===== src/rtl/i2c_master_ctrl_pkg.sv =====
// Shared types and constants for the I2C master controller.
// Also holds the clock/reset bundle used on the controller port.
package i2c_master_ctrl_pkg;

    typedef struct packed {
        logic clk;
        logic reset;
    } ckrs_t;

    typedef enum logic [3:0] {
        IDLE, START, ADDR, ACK, REG, WDATA,
        RSTART, RDATA, MNACK, STOP, DONE
    } i2c_master_state_t;

    // Which byte the shared shift register is carrying.
    typedef enum logic [1:0] {
        PH_DEVW, PH_REG, PH_WDATA, PH_DEVR
    } i2c_phase_t;

    localparam logic I2C_RD        = 1'b1;
    localparam logic I2C_WR        = 1'b0;
    localparam int   I2C_QDIV_100K = 250;

endpackage


===== src/rtl/t_i2c.sv =====
// Open-drain I2C net: each side only pulls a line low (oe=1) or releases it.
// Pull-ups are implied: a line reads 1 unless somebody pulls it low.
interface t_i2c;
    logic scl_m_oe;
    logic sda_m_oe;
    logic scl_s_oe;
    logic sda_s_oe;
    logic scl;
    logic sda;

    assign scl = ~(scl_m_oe | scl_s_oe);
    assign sda = ~(sda_m_oe | sda_s_oe);

    modport endpoint (output scl_m_oe, output sda_m_oe, input scl, input sda);
    modport responder (output scl_s_oe, output sda_s_oe, input scl, input sda);
endinterface


===== src/rtl/i2c_master_ctrl_quarter_timer.sv =====
// SCL quarter-period timer: qtick every QDIV clks plus a 2-bit quarter index.
// i_load restarts at quarter 2 so START occupies the high half of a bit.
module i2c_quarter_timer #(
    parameter int QDIV   = 250,
    parameter int QDIV_W = 16
) (
    input  logic       i_clk,
    input  logic       i_rst,
    input  logic       i_run,
    input  logic       i_load,
    input  logic       i_hold,
    output logic       o_qtick,
    output logic [1:0] o_quarter
);

    localparam logic [QDIV_W-1:0] LP_LAST = QDIV_W'(QDIV - 1);

    logic [QDIV_W-1:0] r_cnt;
    logic [1:0]        r_q;

    assign o_qtick   = i_run & ~i_hold & (r_cnt == LP_LAST);
    assign o_quarter = r_q;

    always_ff @(posedge i_clk or posedge i_rst) begin
        if (i_rst) begin
            r_cnt <= '0;
            r_q   <= 2'd0;
        end else if (i_load) begin
            r_cnt <= '0;
            r_q   <= 2'd2;
        end else if (!i_run) begin
            r_cnt <= '0;
            r_q   <= 2'd0;
        end else if (!i_hold) begin
            if (r_cnt == LP_LAST) begin
                r_cnt <= '0;
                r_q   <= r_q + 2'd1;
            end else begin
                r_cnt <= r_cnt + 1'b1;
            end
        end
    end

endmodule


===== src/rtl/i2c_master_ctrl.sv =====
// Single-master I2C register write/read initiator (7-bit device address).
// Optional I2C_CLK_STRETCH_EN: quarter 2 waits while SCL is held low by a slave.
module i2c_master_ctrl
    import i2c_master_ctrl_pkg::*;
#(
    parameter int QDIV   = I2C_QDIV_100K,
    parameter int QDIV_W = 16
) (
    input  ckrs_t       ClkRs_ix,
    input  logic        req_i,
    input  logic        rnw_i,
    input  logic [6:0]  dev_addr_b7,
    input  logic [7:0]  reg_addr_b8,
    input  logic [7:0]  wdata_b8,
    output logic        busy_o,
    output logic        done_o,
    output logic        nack_o,
    output logic [7:0]  rdata_b8,
    t_i2c.endpoint      i2c_x
);

    logic w_clk;
    logic w_rst;
    assign w_clk = ClkRs_ix.clk;
    assign w_rst = ClkRs_ix.reset;

    i2c_master_state_t r_state;
    i2c_master_state_t w_state_nx;
    i2c_phase_t        r_phase;

    logic [2:0] r_bit;
    logic [7:0] r_sh;
    logic       r_rnw;
    logic [6:0] r_dev;
    logic [7:0] r_reg;
    logic [7:0] r_wdata;
    logic       r_nack;
    logic [7:0] r_rdata;
    logic       r_scl_oe;
    logic       r_sda_pre;
    logic       r_sda_oe;
    logic [1:0] r_sda_s;

    logic       w_cap;
    logic       w_qtick;
    logic [1:0] w_q;
    logic       w_qend;
    logic       w_samp;
    logic       w_hold;
    logic       w_sda_in;
    logic       w_scl_oe;
    logic       w_sda_oe;

    assign busy_o   = (r_state != IDLE) && (r_state != DONE);
    assign done_o   = (r_state == DONE);
    assign nack_o   = r_nack;
    assign rdata_b8 = r_rdata;
    assign w_cap    = req_i & ~busy_o;
    assign w_qend   = w_qtick & (w_q == 2'd3);
    assign w_samp   = w_qtick & (w_q == 2'd2);
    assign w_sda_in = r_sda_s[1];

    assign i2c_x.scl_m_oe = r_scl_oe;
    assign i2c_x.sda_m_oe = r_sda_oe;

`ifdef I2C_CLK_STRETCH_EN
    logic [1:0] r_scl_s;

    always_ff @(posedge w_clk or posedge w_rst) begin
        if (w_rst) r_scl_s <= 2'b11;
        else       r_scl_s <= {r_scl_s[0], i2c_x.scl};
    end

    assign w_hold = (w_q == 2'd2) & ~r_scl_s[1];
`else
    assign w_hold = 1'b0;
`endif

    i2c_quarter_timer #(
        .QDIV   (QDIV),
        .QDIV_W (QDIV_W)
    ) u_timer (
        .i_clk     (w_clk),
        .i_rst     (w_rst),
        .i_run     (busy_o),
        .i_load    (w_cap),
        .i_hold    (w_hold),
        .o_qtick   (w_qtick),
        .o_quarter (w_q)
    );

    always_ff @(posedge w_clk or posedge w_rst) begin
        if (w_rst) r_state <= IDLE;
        else       r_state <= w_state_nx;
    end

    // Quarters 0,1 pull SCL low; START/RSTART/STOP shape SDA inside the high half.
    always_comb begin
        w_state_nx = r_state;
        w_scl_oe   = 1'b0;
        w_sda_oe   = 1'b0;
        unique case (r_state)
            IDLE: begin
                if (w_cap) w_state_nx = START;
            end
            START: begin
                w_sda_oe = (w_q == 2'd3);
                if (w_qend) w_state_nx = ADDR;
            end
            ADDR, REG, WDATA: begin
                w_scl_oe = ~w_q[1];
                w_sda_oe = ~r_sh[7];
                if (w_qend && r_bit == 3'd0) w_state_nx = ACK;
            end
            ACK: begin
                w_scl_oe = ~w_q[1];
                if (w_qend) begin
                    if (r_nack) begin
                        w_state_nx = STOP;
                    end else begin
                        unique case (r_phase)
                            PH_DEVW:  w_state_nx = REG;
                            PH_REG:   w_state_nx = (r_rnw == I2C_RD) ? RSTART : WDATA;
                            PH_WDATA: w_state_nx = STOP;
                            PH_DEVR:  w_state_nx = RDATA;
                        endcase
                    end
                end
            end
            RSTART: begin
                w_scl_oe = ~w_q[1];
                w_sda_oe = (w_q == 2'd3);
                if (w_qend) w_state_nx = ADDR;
            end
            RDATA: begin
                w_scl_oe = ~w_q[1];
                if (w_qend && r_bit == 3'd0) w_state_nx = MNACK;
            end
            MNACK: begin
                w_scl_oe = ~w_q[1];
                if (w_qend) w_state_nx = STOP;
            end
            STOP: begin
                w_scl_oe = ~w_q[1];
                w_sda_oe = (w_q != 2'd3);
                if (w_qend) w_state_nx = DONE;
            end
            DONE: begin
                w_state_nx = w_cap ? START : IDLE;
            end
            default: w_state_nx = IDLE;
        endcase
    end

    // SDA lags SCL by one clk so data never moves on an SCL edge.
    always_ff @(posedge w_clk or posedge w_rst) begin
        if (w_rst) begin
            r_phase   <= PH_DEVW;
            r_bit     <= 3'd7;
            r_sh      <= 8'h00;
            r_rnw     <= 1'b0;
            r_dev     <= 7'h00;
            r_reg     <= 8'h00;
            r_wdata   <= 8'h00;
            r_nack    <= 1'b0;
            r_rdata   <= 8'h00;
            r_scl_oe  <= 1'b0;
            r_sda_pre <= 1'b0;
            r_sda_oe  <= 1'b0;
            r_sda_s   <= 2'b11;
        end else begin
            r_scl_oe  <= w_scl_oe;
            r_sda_pre <= w_sda_oe;
            r_sda_oe  <= r_sda_pre;
            r_sda_s   <= {r_sda_s[0], i2c_x.sda};
            if (w_cap) begin
                r_rnw   <= rnw_i;
                r_dev   <= dev_addr_b7;
                r_reg   <= reg_addr_b8;
                r_wdata <= wdata_b8;
                r_nack  <= 1'b0;
            end
            if (r_state == START && w_qend) begin
                r_phase <= PH_DEVW;
                r_sh    <= {r_dev, I2C_WR};
                r_bit   <= 3'd7;
            end
            if (r_state == RSTART && w_qend) begin
                r_phase <= PH_DEVR;
                r_sh    <= {r_dev, I2C_RD};
                r_bit   <= 3'd7;
            end
            if ((r_state inside {ADDR, REG, WDATA}) && w_qend) begin
                r_sh  <= {r_sh[6:0], 1'b0};
                r_bit <= r_bit - 3'd1;
            end
            if (r_state == ACK && w_samp && w_sda_in) r_nack <= 1'b1;
            if (r_state == ACK && w_qend) begin
                r_bit <= 3'd7;
                if (r_phase == PH_DEVW) begin
                    r_phase <= PH_REG;
                    r_sh    <= r_reg;
                end else if (r_phase == PH_REG && r_rnw == I2C_WR) begin
                    r_phase <= PH_WDATA;
                    r_sh    <= r_wdata;
                end
            end
            if (r_state == RDATA && w_samp) r_sh <= {r_sh[6:0], w_sda_in};
            if (r_state == RDATA && w_qend) begin
                r_bit <= r_bit - 3'd1;
                if (r_bit == 3'd0) r_rdata <= r_sh;
            end
        end
    end

endmodule

===== src/flat_wrapper.sv =====
// flat-port wrapper written by rule: the top's interface ports become plain ports
module i2c_master_ctrl_flat import i2c_master_ctrl_pkg::*;
#(
    parameter int QDIV   = I2C_QDIV_100K,
    parameter int QDIV_W = 16
)
  (ClkRs_ix, req_i, rnw_i, dev_addr_b7, reg_addr_b8, wdata_b8, busy_o, done_o, nack_o, rdata_b8, i2c_x_scl_m_oe, i2c_x_sda_m_oe);
  t_i2c i2c_x_i ();
  input  ckrs_t ClkRs_ix;
  input  logic req_i;
  input  logic rnw_i;
  input  logic [6:0] dev_addr_b7;
  input  logic [7:0] reg_addr_b8;
  input  logic [7:0] wdata_b8;
  output logic busy_o;
  output logic done_o;
  output logic nack_o;
  output logic [7:0] rdata_b8;
  output wire logic [$bits(i2c_x_i.scl_m_oe)-1:0] i2c_x_scl_m_oe;
  output wire logic [$bits(i2c_x_i.sda_m_oe)-1:0] i2c_x_sda_m_oe;
  assign i2c_x_scl_m_oe = i2c_x_i.scl_m_oe;
  assign i2c_x_sda_m_oe = i2c_x_i.sda_m_oe;
  i2c_master_ctrl #(.QDIV(QDIV), .QDIV_W(QDIV_W)) u_core (.ClkRs_ix(ClkRs_ix), .req_i(req_i), .rnw_i(rnw_i), .dev_addr_b7(dev_addr_b7), .reg_addr_b8(reg_addr_b8), .wdata_b8(wdata_b8), .busy_o(busy_o), .done_o(done_o), .nack_o(nack_o), .rdata_b8(rdata_b8), .i2c_x(i2c_x_i));
endmodule

===== config.mk =====
export PLATFORM = sky130hd
export DESIGN_NAME = i2c_master_ctrl_flat
export DESIGN_NICKNAME = d
export VERILOG_FILES = /design/src/rtl/i2c_master_ctrl_pkg.sv /design/src/rtl/t_i2c.sv /design/src/rtl/i2c_master_ctrl_quarter_timer.sv /design/src/rtl/i2c_master_ctrl.sv /design/src/flat_wrapper.sv
export SDC_FILE = /design/constraint.sdc
export NUM_CORES = 1
export LEC_CHECK = 0
export ABC_AREA = 1
export CAP_MARGIN = 20
export CORE_ASPECT_RATIO = 0.5
export CORE_MARGIN = 2
export CORE_UTILIZATION = 45
export DETAILED_ROUTE_END_ITERATION = 6
export DONT_BUFFER_PORTS = 1
export SLEW_MARGIN = 40
export SYNTH_ARGS = -nofsm -noshare
export SYNTH_HDL_FRONTEND = slang
export SYNTH_SLANG_ARGS = --single-unit

===== constraint.sdc =====
create_clock -name ClkRs_ix -period 1.8 [get_ports ClkRs_ix]
set_input_delay 0.36 -clock ClkRs_ix [delete_from_list [all_inputs] [get_ports ClkRs_ix]]
set_output_delay 0.36 -clock ClkRs_ix [all_outputs]
set_load 0.02 [all_outputs]

Word-level counts from Yosys, hierarchy flattened
Cells that the tools add are included.
W data, S select, Z words.
{"block": "totals", "output_inout_bits": 13, "register_bits": 73, "wordCells": 117}
{"block": "op_classes", "bitwise": 10, "n_eq_ne": 26, "n_mux": 39, "n_reduce_logical": 23, "n_addsub": 3}
{"cell": "$mux W8", "count": 7}
{"cell": "$mux W16", "count": 3}
{"cell": "$mux W4", "count": 8}
{"cell": "$pmux W4 S8", "count": 1}
{"cell": "$mux W2", "count": 9}
{"cell": "$add A16 B1 Y16 const B", "count": 1}
{"cell": "$eq A16 B8 Y1 const B", "count": 1}
{"cell": "$eq A4 B3 Y1 const B", "count": 4}
{"cell": "$pmux W4 S4", "count": 1}
{"cell": "$mux W3", "count": 5}
{"cell": "$ne A2 B1 Y1 const B", "count": 7}
{"cell": "$eq A4 B4 Y1 const B", "count": 3}
{"cell": "$logic_and A1 B1 Y1", "count": 11}
{"cell": "$eq A2 B2 Y1 const B", "count": 4}
{"cell": "$eq A4 B2 Y1 const B", "count": 2}
{"cell": "$reduce_or A8 Y1", "count": 1}
{"cell": "$reduce_and A7 Y1", "count": 1}
{"cell": "$not A1 Y1", "count": 5}
{"cell": "$reduce_bool A5 Y1", "count": 1}
{"cell": "$and A1 B1 Y1", "count": 4}
{"cell": "$eq A4 B1 Y1 const B", "count": 1}
{"cell": "$logic_not A4 Y1", "count": 1}
{"cell": "$mux W1", "count": 4}
{"cell": "$ne A4 B4 Y1 const B", "count": 1}
{"cell": "other kinds (15)", "count": 15}

Longest topological paths before layout
Gate-level depths: netlist of run 1.
{"block": "logic_depth", "word_depth": 12, "depth_mapped": 15, "mapped_depth_nobuf": 15}

By module
From an unflattened synthesis of run 1, not the netlist that was laid out.
{"block": "unflattened", "hier_cells": 551, "area_unflattened_um2": 4221.5}
{"module": "i2c_master_ctrl", "area_each_um2": 3041.7, "seq_area_each_um2": 1382.6, "cells_each": 385, "instances": 1}
{"module": "i2c_quarter_timer", "area_each_um2": 1176.1, "seq_area_each_um2": 450.4, "cells_each": 165, "instances": 1}
{"module": "i2c_master_ctrl_flat", "area_each_um2": 3.8, "seq_area_each_um2": 0.0, "cells_each": 1, "instances": 1}

Least setup slack after synthesis of run 1
OpenSTA, ideal clock, no wires.
{"block": "synth_timing", "path_type": "register to register", "startpoint": "register u_core.u_timer.r_cnt[1]", "endpoint": "register u_core.r_sh[5]", "path_stages_with_launch": 15, "setup_slack_ps": 37, "n_path_buf": 1, "t_arrival_ps": 1644, "synth_period_minus_slack_ps": 1763, "path_cell_list": "dfrtp_1 > inv_1 > ha_1 > nand2_1 > inv_1 > nand2_1 > nor2_2 > nand2_2 > nor2_8 > nand4_4 > buf_6 > nor2_1 > nor2_1 > nand2_1 > a21oi_2"}
{"block": "synth_via", "elab_chain_len": 11, "elab_cells_between_ends": 16}
{"item": "from (decl)", "line": "i2c_master_ctrl_quarter_timer.sv:18", "text": "logic [QDIV_W-1:0] r_cnt;"}
{"item": "from (signal assigned)", "line": "i2c_master_ctrl_quarter_timer.sv:39", "text": "r_cnt <= r_cnt + 1'b1;"}
{"item": "$eq A16 B8 Y1 *", "line": "i2c_master_ctrl_quarter_timer.sv:21", "text": "assign o_qtick = i_run & ~i_hold & (r_cnt == LP_LAST);"}
{"item": "$and A1 B1 Y1 *", "line": "i2c_master_ctrl_quarter_timer.sv:21"}
{"item": "$and A1 B1 Y1", "line": "i2c_master_ctrl.sv:59", "text": "assign w_qend = w_qtick & (w_q == 2'd3);"}
{"item": "$logic_and A1 B1 Y1", "line": "i2c_master_ctrl.sv:183", "text": "if (r_state == START && w_qend) begin"}
{"item": "$mux W8", "line": "i2c_master_ctrl.sv:183"}
{"item": "$mux W8", "line": "i2c_master_ctrl.sv:188", "text": "if (r_state == RSTART && w_qend) begin"}
{"item": "$mux W8", "line": "i2c_master_ctrl.sv:193", "text": "if ((r_state inside {ADDR, REG, WDATA}) && w_qend) begin"}
{"item": "$mux W8", "line": "i2c_master_ctrl.sv:203", "text": "end else if (r_phase == PH_REG && r_rnw == I2C_WR) begin"}
{"item": "$mux W8", "line": "i2c_master_ctrl.sv:200", "text": "if (r_phase == PH_DEVW) begin"}
{"item": "$mux W8", "line": "i2c_master_ctrl.sv:198", "text": "if (r_state == ACK && w_qend) begin"}
{"item": "$mux W8 *", "line": "i2c_master_ctrl.sv:208", "text": "if (r_state == RDATA && w_samp) r_sh <= {r_sh[6:0], w_sda_in};"}
{"item": "to (signal assigned)", "line": "i2c_master_ctrl.sv:202", "text": "r_sh <= r_reg;"}
{"item": "to (signal assigned)", "line": "i2c_master_ctrl.sv:205", "text": "r_sh <= r_wdata;"}
{"item": "to (signal assigned)", "line": "i2c_master_ctrl.sv:208"}
{"item": "to (decl)", "line": "i2c_master_ctrl.sv:32", "text": "logic [7:0] r_sh;"}
Every way passes the cells marked *; elsewhere a longest branch is shown, timed or not.
A chain may end at the register's enable or synchronous reset.

Final worst setup path of run 1
{"block": "layout_timing", "startpoint": "register u_core.u_timer.r_cnt[1]", "endpoint": "register u_core.r_sh[0]"}
The elaborated chain is that of the path after synthesis.

==> impl_metrics.tcl, run 1 <==
set metrics [dict create \
    status "finished with violations" \
    violations "setup timing" \
    num_vias 3673 \
    cpLargestDelayFamily "simple AND/OR/NAND/NOR gates" \
    netlist.area_leader.share_pct 43.4 \
    ff2ff_setup_slack_ns -0.09 \
    syn_to_final_growth_pct 44.9 \
    hold_viol 0 \
    regMostFlops "u_core.u_timer.r_cnt" \
    r2r_start "u_core.u_timer.r_cnt[1]$_DFF_PP0_" \
    cp.required_ns 2.06 \
    clk_pin_slew_worst_paths_ns 0.05 \
    synthTopCellsByCount "155 x nand2_1, 68 x dfrtp_1, 51 x nor2_1, 50 x inv_1, 24 x nand3_1" \
    netlist_instances 492 \
    max_cap_violations 0 \
    first_iter_violations 226 \
    ys_seq_area_share_pct 46.8 \
    grt_max_degree 19 \
    slew_headroom_pct 65.5 \
    report.final.slew_viol_count 0 \
    async_flop_share_pct 100 \
    yosys-top-cells-area "dfrtp_1 43%, nand2_1 15%, nor2_1 4.9%" \
    pwr-share-clk_pct 56.6 \
    p_sw_mw 4.64 \
    rsz0062_at_grt "yes" \
    synth_nets 525 \
    seqPwrFrac_pct 22.0 \
    skew_ns 0.00563 \
    layout_min_cycle_time_ns 1.89 \
    routed_wl_um 10700 \
    grt_pass1_vias 3983 \
    worstHoldStart "wdata_b8[5]" \
    p_int_mw 5.24 \
    synth_top_area_cell "dfrtp_1" \
    r2r_end "u_core.r_sh[0]$_DFF_PP0_" \
    tns_ns -0.720 \
    period_share_pct 105 \
    hold-path-cell-count 2 \
    num_io_pins 40 \
    crit_type "reg2reg" \
    critPathCaptureType "register" \
    yosys_most_used_dff "dfrtp_1" \
    ys_seq_elements 73 \
    initial_utilization_pct 47.6 \
    cp_max_fo 8 \
    core_mm2 0.00823 \
    grt_first_pass_wirelength_um 17600 \
    grt_usage_pct 25.3 \
    clock_latency_ns 0.33 \
    postCtsHoldBufs 0 \
    yosysMostFrequentCell "nand2_1" \
    synth_edf_count 0 \
    ant_nets 0 \
    largest_register_ffs 16 \
    drive_above_1_share_pct 36.2 \
    avgSynthCellArea_um2 7.96 \
    drc 0 \
    max_stage_delay_ns 0.37 \
    holdPathEnd "u_core.r_wdata[5]$_DFFE_PP0P_" \
    pwr-share-comb_pct 21.4 \
    antenna_found_initial 0 \
    vias_per_cell 4.94 \
    hold_path_class "in2reg" \
    cp.arrival_ns 2.15 \
    nets 653 \
    powerDensity_mw_per_mm2 1740 \
    row_count 23 \
    tightestPinTransition_ns 0.515 \
    synth_area_mm2 0.00392 \
    antenna_cells 0 \
    path_cells "inv_1 > ha_1 > nand2_1 > inv_1 > nand2_2 > nor2_4 > nand2_4 > nor2_8 > buf_12 > nand2_4 > nor2_8 > buf_12 > a21oi_2 > a21oi_2" \
    grt.overflow.total 0 \
    wl_per_cell_um 14.3 \
    io_buffers 0 \
    critPathBufInv 4 \
    fp.dieArea_mm2 0.00952 \
    drtPass1Iterations 4 \
    fmax_ghz 0.528 \
    die_h_um 70.0 \
    hpwl_um 6780 \
    cp-start-kind "register" \
    ir_drop_v 0.000920 \
    gp_congestion 0.885 \
    cp_slowest_cell "dfrtp_1" \
    cts_tree "built" \
    setup_viol 12 \
    worst_slack_ns -0.0934 \
    r2r_cells 14 \
    p_total_mw 9.88 \
    die_x_um 136 \
    yosysWarnings 1 \
    total_leakage_power_nw 2.66 \
    p_sw_share_pct 47.0 \
    synth_cell_type_count 42 \
]
metrics by stage:
stage          hold slack [ns]  utilization (%)  std cells  worst slack (ns)  area, um^2
6_report                 0.139             69.0        744           -0.0934        5680
2_1_floorplan            0.331                -        492            0.0367        3920
3_3_place_gp             0.335             52.4        632           -0.0357        4310
3_5_place_dp             0.347             52.4        632           -0.0987        4310
5_1_grt                  0.140             69.0        744            -0.226        5680
4_1_cts                  0.131             67.2        740           -0.0532        5530
final cells by class:
class,count,area (um^2)
fill,687,2550
multi-input combinational,349,1950
sequential,73,1840
clock inverter,81,638
clock buffer,24,483
timing repair buffer,46,409
inverter,59,221
tap,112,140
cells in the final DEF (no fill, tap or decap), types with 8 or more instances in the layout:
cell type | synthesis | routed
a21oi_1 | 8 | 8
a21oi_2 | 16 | 16
buf_4 | 1 | 37
clkbuf_16 | 0 | 18
clkinvlp_4 | 0 | 75
dfrtp_1 | 68 | 66
inv_1 | 50 | 48
inv_2 | 10 | 11
nand2_1 | 155 | 150
nand3_1 | 24 | 19
nand4_1 | 10 | 10
nor2_1 | 51 | 47
nor2_4 | 5 | 9
nor3_1 | 10 | 9
o21ai_0 | 19 | 9
o21ai_1 | 6 | 10
power groups by stage:
stage | Clock (mW) | Sequential [mW] | Combinational, mW
floorplan | 0.485 | 2.12 | 1.28
global placement | 0.485 | 2.19 | 1.86
detailed placement | 0.485 | 2.19 | 1.88
CTS | 5.80 | 2.17 | 1.97
global route | 6.14 | 2.20 | 2.36
finish | 5.59 | 2.18 | 2.11
layer usage:
metal,global-route usage [%],routed length [um]
met5,0,0
met4,20.5,174
met3,17.1,769
met2,31.4,4750
met1,29.5,4960
repair_timing:
| item | 4_1_cts | 5_1_grt |
|---|---|---|
| setup buffers | 3 | 4 |
| setup endpoints to repair | 11 | 44 |
| cloned | 1 | 0 |
| pin swaps | 4 | 10 |
| resized for setup | 16 | 37 |
worst max-delay path by stage:
stage                                 startpoint                  endpoint  slack, ns  cells after the start
2_1_floorplan  u_core.u_timer.r_cnt[1]$_DFF_PP0_  u_core.r_sh[5]$_DFF_PP0_       0.04                     14
3_3_place_gp   u_core.u_timer.r_cnt[1]$_DFF_PP0_  u_core.r_sh[7]$_DFF_PP0_      -0.04                     13
3_5_place_dp   u_core.u_timer.r_cnt[1]$_DFF_PP0_  u_core.r_sh[7]$_DFF_PP0_       -0.1                     13
4_1_cts            u_core.r_state[2]$_DFFE_PP0P_                    busy_o      -0.05                      6
5_1_grt        u_core.u_timer.r_cnt[1]$_DFF_PP0_  u_core.r_sh[7]$_DFF_PP0_      -0.23                     13
6_report       u_core.u_timer.r_cnt[1]$_DFF_PP0_  u_core.r_sh[0]$_DFF_PP0_      -0.09                     14
kinds of logic after synthesis:
kind of cell	Yosys count	share of synthesized area, %
DFF	73	46.8
buffers and inverters	71	7.44
and+or+nand+nor	277	33.0
other	1	0.0957
AOI/OAI and AO/OA	60	9.90
xor gates and xnor gates	4	0.894
adders and majority gates	6	1.92
worst register-to-register path: stages (launching register included):
cell     delay (ns)
dfrtp_1        0.37
inv_1          0.06
ha_1           0.14
nand2_1        0.05
inv_1          0.06
nand2_2        0.06
nor2_4         0.14
nand2_4        0.09
nor2_8         0.22
buf_12         0.14
nand2_4        0.07
nor2_8         0.11
buf_12         0.14
a21oi_2        0.06
a21oi_2        0.13
Note: power is estimated with default switching activity, not from simulation.
==> run 2, diff against run 1 <==
--- a/config.mk
+++ b/config.mk
@@ -5,13 +5,13 @@
 export SDC_FILE = /design/constraint.sdc
 export NUM_CORES = 1
 export LEC_CHECK = 0
-export ABC_AREA = 1
 export CAP_MARGIN = 20
 export CORE_ASPECT_RATIO = 0.5
 export CORE_MARGIN = 2
-export CORE_UTILIZATION = 45
+export CORE_UTILIZATION = 57
 export DETAILED_ROUTE_END_ITERATION = 6
 export DONT_BUFFER_PORTS = 1
+export PLACE_DENSITY = 0.75
 export SLEW_MARGIN = 40
 export SYNTH_ARGS = -nofsm -noshare
 export SYNTH_HDL_FRONTEND = slang
==> run 2 against run 1 <==
The run now fails in global routing. Synthesized area up 2.7%. Synthesized cell count down 21%.
==> impl_metrics.tcl, run 2 <==
set metrics [dict create \
    tool.error "[ERROR GRT-0232] Routing congestion too high. Check the congestion heatmap in the GUI." \
    synth_edf_count 0 \
    yosysWarnings 1 \
    hpwl_um 8140 \
    crit_endpoint "u_core.r_sh[2]$_DFF_PP0_/D" \
    synth_xor_area_share_pct 3.48 \
    ys_seq_elements 73 \
    synth_top_family_by_area "simple AND/OR/NAND/NOR gates" \
    synth_area_mm2 0.00403 \
    yosysMostFrequentCell "dfrtp_1" \
    num_io_pins 40 \
    synth-compound-area-share_pct 16.8 \
    status "aborted with a tool error" \
    synth_top_area_cell "dfrtp_1" \
    grt_usage_pct 71.8 \
    yosys.area_share.simple_pct 17.3 \
    die_h_um 63.4 \
    row_count 21 \
    yosys_most_used_dff "dfrtp_1" \
    ys_seq_area_share_pct 45.5 \
    antenna_found_initial 1 \
    netlist.area_leader.share_pct 42.3 \
    synthAdderAreaFrac_pct 1.87 \
    async_flop_share_pct 100 \
    initial_utilization_pct 59.6 \
    avgSynthCellArea_um2 10.3 \
    endpoint_type "register input" \
    synth_mux_area_share_pct 9.95 \
    synth_nets 423 \
    grt_max_degree 26 \
    netlist_instances 390 \
    postCtsHoldBufs 0 \
    gp_congestion 0.909 \
    io_buffers 0 \
    synthTopCellsByCount "68 x dfrtp_1, 35 x nor2_1, 32 x mux2_2, 27 x o21ai_0, 24 x inv_1" \
    grt.overflow.total 55 \
    synth_cell_type_count 59 \
    yosys-top-cells-area "dfrtp_1 42%, mux2_2 9.0%, o21ai_0 3.4%" \
    die_x_um 123 \
    lastStage "global routing" \
]
-- run 2: stage by stage --
step	instance area (um^2)	std cells	setup WS (ns)	hold WS [ns]
floorplan	4070	390	-0.0971	0.331
global placement	4740	546	-0.342	0.335
detailed placement	4740	546	-0.333	0.353
CTS	6210	659	-0.231	0.101
-- run 2: what timing repair did --
action | in CTS
setup buffers | 10
pin swaps | 21
cloned | 3
endpoints found under the setup margin | 43
gates resized for setup | 54
-- run 2: cell families after synthesis --
logic type	Yosys count
adder cells (fa/ha/maj)	6
flip-flops	73
XOR/XNOR	16
buffers and inverters	43
AO/OA/AOI/OAI	93
AND/OR/NAND/NOR	123
multiplexers	35
other	1
-- run 2: metal layers --
metal	GRT usage [%]	GRT overflow
met3	56.8	0
met5	4.86	0
met2	86.0	30
met4	73.4	24
met1	74.6	1
==> run 3, diff against run 2 <==
--- a/config.mk
+++ b/config.mk
@@ -6,12 +6,11 @@
 export NUM_CORES = 1
 export LEC_CHECK = 0
 export CAP_MARGIN = 20
-export CORE_ASPECT_RATIO = 0.5
 export CORE_MARGIN = 2
-export CORE_UTILIZATION = 57
+export CORE_UTILIZATION = 40
 export DETAILED_ROUTE_END_ITERATION = 6
 export DONT_BUFFER_PORTS = 1
-export PLACE_DENSITY = 0.75
+export PLACE_DENSITY_LB_ADDON = 0.15
 export SLEW_MARGIN = 40
 export SYNTH_ARGS = -nofsm -noshare
 export SYNTH_HDL_FRONTEND = slang
==> constraint.sdc (replaced) <==
create_clock -name ClkRs_ix -period 2.3 [get_ports ClkRs_ix]
set_input_delay 0.46 -clock ClkRs_ix [delete_from_list [all_inputs] [get_ports ClkRs_ix]]
set_output_delay 0.46 -clock ClkRs_ix [all_outputs]
set_load 0.02 [all_outputs]
==> run 3 against run 2 <==
Synthesized area stayed put. Synthesized cell count did not move. The flow now finishes without violations.
==> impl_metrics.tcl, run 3 <==
set metrics [dict create \
    fmax_ghz 0.466 \
    holdPathEnd "u_core.nack_o$_DFFE_PP0P_" \
    status "completed" \
    synth_top_area_cell "dfrtp_1" \
    die_x_um 104 \
    nets 515 \
    skew_ns 0.0118 \
    critPathCaptureType "register" \
    cts_tree "built" \
    num_vias 3368 \
    clk_pin_slew_worst_paths_ns 0.08 \
    report.final.slew_viol_count 0 \
    regMostFlops "u_core.u_timer.r_cnt" \
    synth_xor_area_share_pct 3.48 \
    cp_max_fo 15 \
    netlist_instances 390 \
    netlist.area_leader.share_pct 42.3 \
    synth_top_family_by_area "simple AND/OR/NAND/NOR gates" \
    hpwl_um 6690 \
    synthAdderAreaFrac_pct 1.87 \
    grt_first_pass_wirelength_um 17900 \
    largest_register_ffs 16 \
    dpl_cell_area_mm2 0.00424 \
    yosys-top-cells-area "dfrtp_1 42%, mux2_2 9.0%, o21ai_0 3.4%" \
    ff2ff_setup_slack_ns 0.15 \
    slew_headroom_pct 65.2 \
    row_count 36 \
    gp_congestion 0.827 \
    clock_latency_ns 0.35 \
    finish.utilization_pct 54.1 \
    hold-path-cell-count 1 \
    synth_cell_type_count 59 \
    whs_ns 0.196 \
    worst_slack_ns 0.155 \
    yosysWarnings 1 \
    postCtsHoldBufs 0 \
    total_leakage_power_nw 1.94 \
    synth-compound-area-share_pct 16.8 \
    yosys.area_share.simple_pct 17.3 \
    rsz0062_at_grt "no" \
    grt_max_degree 26 \
    r2r_start "u_core.r_state[2]$_DFFE_PP0P_" \
    post_cts_buffers 0 \
    hold_viol 0 \
    final_cells 627 \
    antenna_cells 0 \
    fp.dieArea_mm2 0.0109 \
    ir_drop_v 0.000939 \
    yosysMostFrequentCell "dfrtp_1" \
    drive_above_1_share_pct 36.6 \
    tightestPinTransition_ns 0.522 \
    first_iter_violations 192 \
    synth_edf_count 0 \
    ys_seq_elements 73 \
    fillers 913 \
    wl_per_cell_um 16.5 \
    tns_ns 0 \
    ys_seq_area_share_pct 45.5 \
    avgSynthCellArea_um2 10.3 \
    place_worst_setup_slack_ns 0.161 \
    io_buffers 0 \
    initial_utilization_pct 41.2 \
    hold_path_class "in2reg" \
    synth_area_mm2 0.00403 \
    synth_mux_area_share_pct 9.95 \
    drtPass1Iterations 4 \
    r2r_cells 5 \
    drc 0 \
    fin_area_mm2 0.00529 \
    worstHoldStart "req_i" \
    layout_min_cycle_time_ns 2.15 \
    synthTopCellsByCount "68 x dfrtp_1, 35 x nor2_1, 32 x mux2_2, 27 x o21ai_0, 24 x inv_1" \
    vias_per_cell 5.37 \
    r2r_end "u_core.r_state[0]$_DFFE_PP0P_" \
    synth_nets 423 \
    antenna_found_initial 0 \
    cp-start-kind "register" \
    grt.overflow.total 0 \
    routed_wl_um 10400 \
    register_area_mm2 0.00183 \
    powerDensity_mw_per_mm2 1320 \
    cp.required_ns 2.53 \
    ant_nets 0 \
    crit_type "reg2reg" \
    final_cell_mix "74 x clkinvlp_4, 68 x dfrtp_1, 34 x nor2_1" \
    postCtsResizedCells 0 \
    die_h_um 104 \
    syn_to_final_growth_pct 31.3 \
    grt_pass1_vias 3941 \
    final_common_cell "clkinvlp_4" \
    yosys_most_used_dff "dfrtp_1" \
    multiInputGateArea_mm2 0.00199 \
    async_flop_share_pct 100 \
    num_io_pins 40 \
    dp.cells 523 \
    period_share_pct 93.3 \
    p_total_mw 6.97 \
    core_mm2 0.00977 \
    max_cap_violations 0 \
    setup_viol 0 \
    grt_usage_pct 21.3 \
    cp.arrival_ns 2.38 \
]
run 3: cell counts after synthesis:
Identical to the previous run, type by type.
run 3: cells by family (layout without fill, tap and decap cells):
group | Yosys count | in the layout
and+or+nand+nor | 123 | 123
AOI/OAI and AO/OA | 93 | 93
DFF | 73 | 73
buffers and inverters | 43 | 147
muxes | 35 | 35
xor gates and xnor gates | 16 | 16
adders and majority gates | 6 | 6
other | 1 | 1
run 3: metal layers:
metal  part of all wire (%)  vias to the layer above  GRT usage [%]  wire length, um
li1                       -                     1615              -                -
met1                     46                     1618           25.2             4720
met2                     46                      118           26.7             4720
met3                    7.0                       17           12.3              728
met4                    1.9                        0           18.5              196
met5                      0                        -              0                0
run 3: where the power goes:
part           switching [mW]  internal [mW]  leakage [nW]
sequential              0.329           1.47         0.933
clock                    2.53           1.46         0.248
combinational           0.611          0.576         0.755
run 3: cell type report:
cell class	count	share of cell area [%]
timing repair buffer	19	2.94
sequential	73	34.7
multi-input combinational	274	37.7
clock buffer	18	4.69
tap	133	3.15
clock inverter	87	15.2
inverter	23	1.63
run 3: worst max path at each step:
| stage | start | to | slack, ns | cells after the start |
|---|---|---|---|---|
| 2_1_floorplan | ClkRs_ix[0] | u_core.i2c_x.scl_m_oe$_DFF_PP0_ | 0.34 | 1 |
| 3_3_place_gp | u_core.r_state[2]$_DFFE_PP0P_ | u_core.r_sh[3]$_DFF_PP0_ | 0.18 | 5 |
| 3_5_place_dp | u_core.u_timer.r_cnt[1]$_DFF_PP0_ | u_core.rdata_b8[6]$_DFFE_PP0P_ | 0.16 | 7 |
| 4_1_cts | u_core.u_timer.r_cnt[1]$_DFF_PP0_ | u_core.rdata_b8[1]$_DFFE_PP0P_ | 0.14 | 7 |
| 5_1_grt | u_core.r_state[2]$_DFFE_PP0P_ | u_core.r_state[0]$_DFFE_PP0P_ | 0.07 | 5 |
| 6_report | u_core.r_state[2]$_DFFE_PP0P_ | u_core.r_state[0]$_DFFE_PP0P_ | 0.15 | 5 |
run 3: critical path, cell delays in order, from the launching register on:
cell and delay, ns:
dfrtp_1 0.68, nor2b_1 0.32, mux2_4 0.25, a2111oi_4 0.09, a211oi_2 0.36, mux2_4 0.33
==> run 4, diff against run 3 <==
--- a/config.mk
+++ b/config.mk
@@ -7,7 +7,8 @@
 export LEC_CHECK = 0
 export CAP_MARGIN = 20
 export CORE_MARGIN = 2
-export CORE_UTILIZATION = 40
+export CORE_UTILIZATION = 45
+export CTS_BUF_LIST = sky130_fd_sc_hd__clkbuf_4 sky130_fd_sc_hd__clkbuf_8 sky130_fd_sc_hd__clkbuf_16
 export DETAILED_ROUTE_END_ITERATION = 6
 export DONT_BUFFER_PORTS = 1
 export PLACE_DENSITY_LB_ADDON = 0.15
==> run 4 against run 3 <==
Combinational power about the same. Setup slack gained 0.024 ns. Power grew 2.5%. Critical path depth up 3. Register-to-register slack improved by 0.02 ns. Design area is 0.66% higher. Sequential share of layout area shrank 0.23 points. Clock skew is 0.00080 ns higher. Via count grew 3.7%.
==> impl_metrics.tcl, run 4 (synthesis results as in run 3) <==
set metrics [dict create \
    slew_headroom_pct 64.8 \
    postCtsHoldBufs 0 \
    skew_ns 0.0126 \
    period_share_pct 92.2 \
    report.final.slew_viol_count 0 \
    cts_tree "built" \
    hpwl_um 6390 \
    grt.overflow.total 0 \
    ant_nets 0 \
    tightestPinTransition_ns 0.527 \
    nets 513 \
    hold_path_class "in2reg" \
    critPathCaptureType "register" \
    crit_type "reg2reg" \
    hold_viol 0 \
    ir_drop_v 0.000735 \
    first_iter_violations 202 \
    status "completed" \
    hold-path-cell-count 1 \
    grt_usage_pct 22.8 \
    routed_wl_um 10200 \
    max_cap_violations 0 \
    grtUsageMet1_pct 27.7 \
    vias_per_cell 5.82 \
    num_vias 3492 \
    antenna_cells 0 \
    postCtsResizedCells 0 \
    setup_viol 0 \
    fmax_ghz 0.472 \
    powerDensity_mw_per_mm2 1340 \
    grt_pass1_vias 3896 \
    final_common_cell "clkinvlp_4" \
    row_count 34 \
    antenna_found_initial 0 \
    initial_utilization_pct 46.4 \
    gr-usage-met2_pct 29.1 \
    gp_congestion 0.836 \
    drive_above_1_share_pct 36.8 \
    final_cell_mix "74 x clkinvlp_4, 68 x dfrtp_1, 34 x nor2_1" \
    drc 0 \
    p_total_mw 7.15 \
    core_mm2 0.00868 \
    syn_to_final_growth_pct 32.2 \
    clock_latency_ns 0.36 \
    wl_per_cell_um 17.0 \
    register_area_mm2 0.00183 \
    largest_register_ffs 16 \
    clk_pin_slew_worst_paths_ns 0.08 \
    layout_min_cycle_time_ns 2.12 \
    total_leakage_power_nw 1.95 \
    grt_max_degree 26 \
    rsz0062_at_grt "no" \
    cp.arrival_ns 2.38 \
    post_cts_buffers 0 \
    fillers 763 \
    fp.dieArea_mm2 0.00972 \
    regMostFlops "u_core.u_timer.r_cnt" \
    cp-start-kind "register" \
    die_x_um 98.6 \
    drtPass1Iterations 5 \
    tns_ns 0 \
    multiInputGateArea_mm2 0.00200 \
    cp_max_fo 6 \
    die_h_um 98.6 \
    num_io_pins 40 \
    cp.required_ns 2.56 \
    busiest_layer "met2" \
    r2r_cells 8 \
    io_buffers 0 \
    grt_first_pass_wirelength_um 17000 \
    gr-usage-met3_pct 10.4 \
]
==> run 4: area by class of cell <==
type / count / share of cell area, %
clock inverters: 87 / 16.2
flip-flops and latches: 73 / 34.5
inverters: 23 / 1.62
multi-input cells: 274 / 37.7
well taps: 108 / 2.54
repair buffers: 17 / 2.87
clock buffers: 18 / 4.66
==> run 4: worst paths after layout <==
kind	start	to	slack, ns
min in group asynchronous	ClkRs_ix[0]	u_core.r_state[0]$_DFFE_PP0P_	0.94
worst max-delay path	u_core.u_timer.r_cnt[1]$_DFF_PP0_	u_core.r_state[1]$_DFFE_PP0P_	0.18
worst max register to register	u_core.u_timer.r_cnt[1]$_DFF_PP0_	u_core.r_state[1]$_DFFE_PP0P_	0.18
worst min-delay path	req_i	u_core.nack_o$_DFFE_PP0P_	0.18
worst min register to register	u_core.r_sda_pre$_DFF_PP0_	u_core.i2c_x.sda_m_oe$_DFF_PP0_	0.36
max in group asynchronous	ClkRs_ix[0]	u_core.r_sda_s[0]$_DFF_PP1_	1.15
==> run 4: per-stage QoR <==
| step | setup slack, ns | instance area [um^2] | util [%] | instances | hold slack, ns |
|---|---|---|---|---|---|
| after detailed placement | 0.0902 | 4210 | 48.5 | 496 | 0.341 |
| after floorplan | 0.342 | 4030 | - | 390 | 0.331 |
| after CTS | 0.0160 | 5310 | 61.1 | 600 | 0.178 |
| after global routing | 0.00198 | 5320 | 61.3 | 600 | 0.191 |
| final | 0.179 | 5320 | 61.3 | 600 | 0.185 |
| after global placement | 0.151 | 4210 | 48.5 | 496 | 0.334 |
==> run 4: worst max-delay path: stages (launching register included) <==
cell and delay [ns]:
dfrtp_1 0.41, inv_1 0.07, ha_1 0.13, and4bb_2 0.34, o311ai_4 0.20, a2111oi_4 0.38, a211oi_2 0.10, buf_4 0.16
o31ai_1 0.24
==> run 4: report_power, final <==
group	total [mW]	internal, mW	switching (mW)
combinational	1.22	0.572	0.651
clock	4.16	1.58	2.58
sequential	1.77	1.48	0.285
==> run 4: layer usage <==
layer  share of wire [%]  vias to the layer above
li1                    -                     1603
met1                  44                     1719
met2                  45                      144
met3                 7.6                       26
met4                 3.1                        0
met5                   0                        -
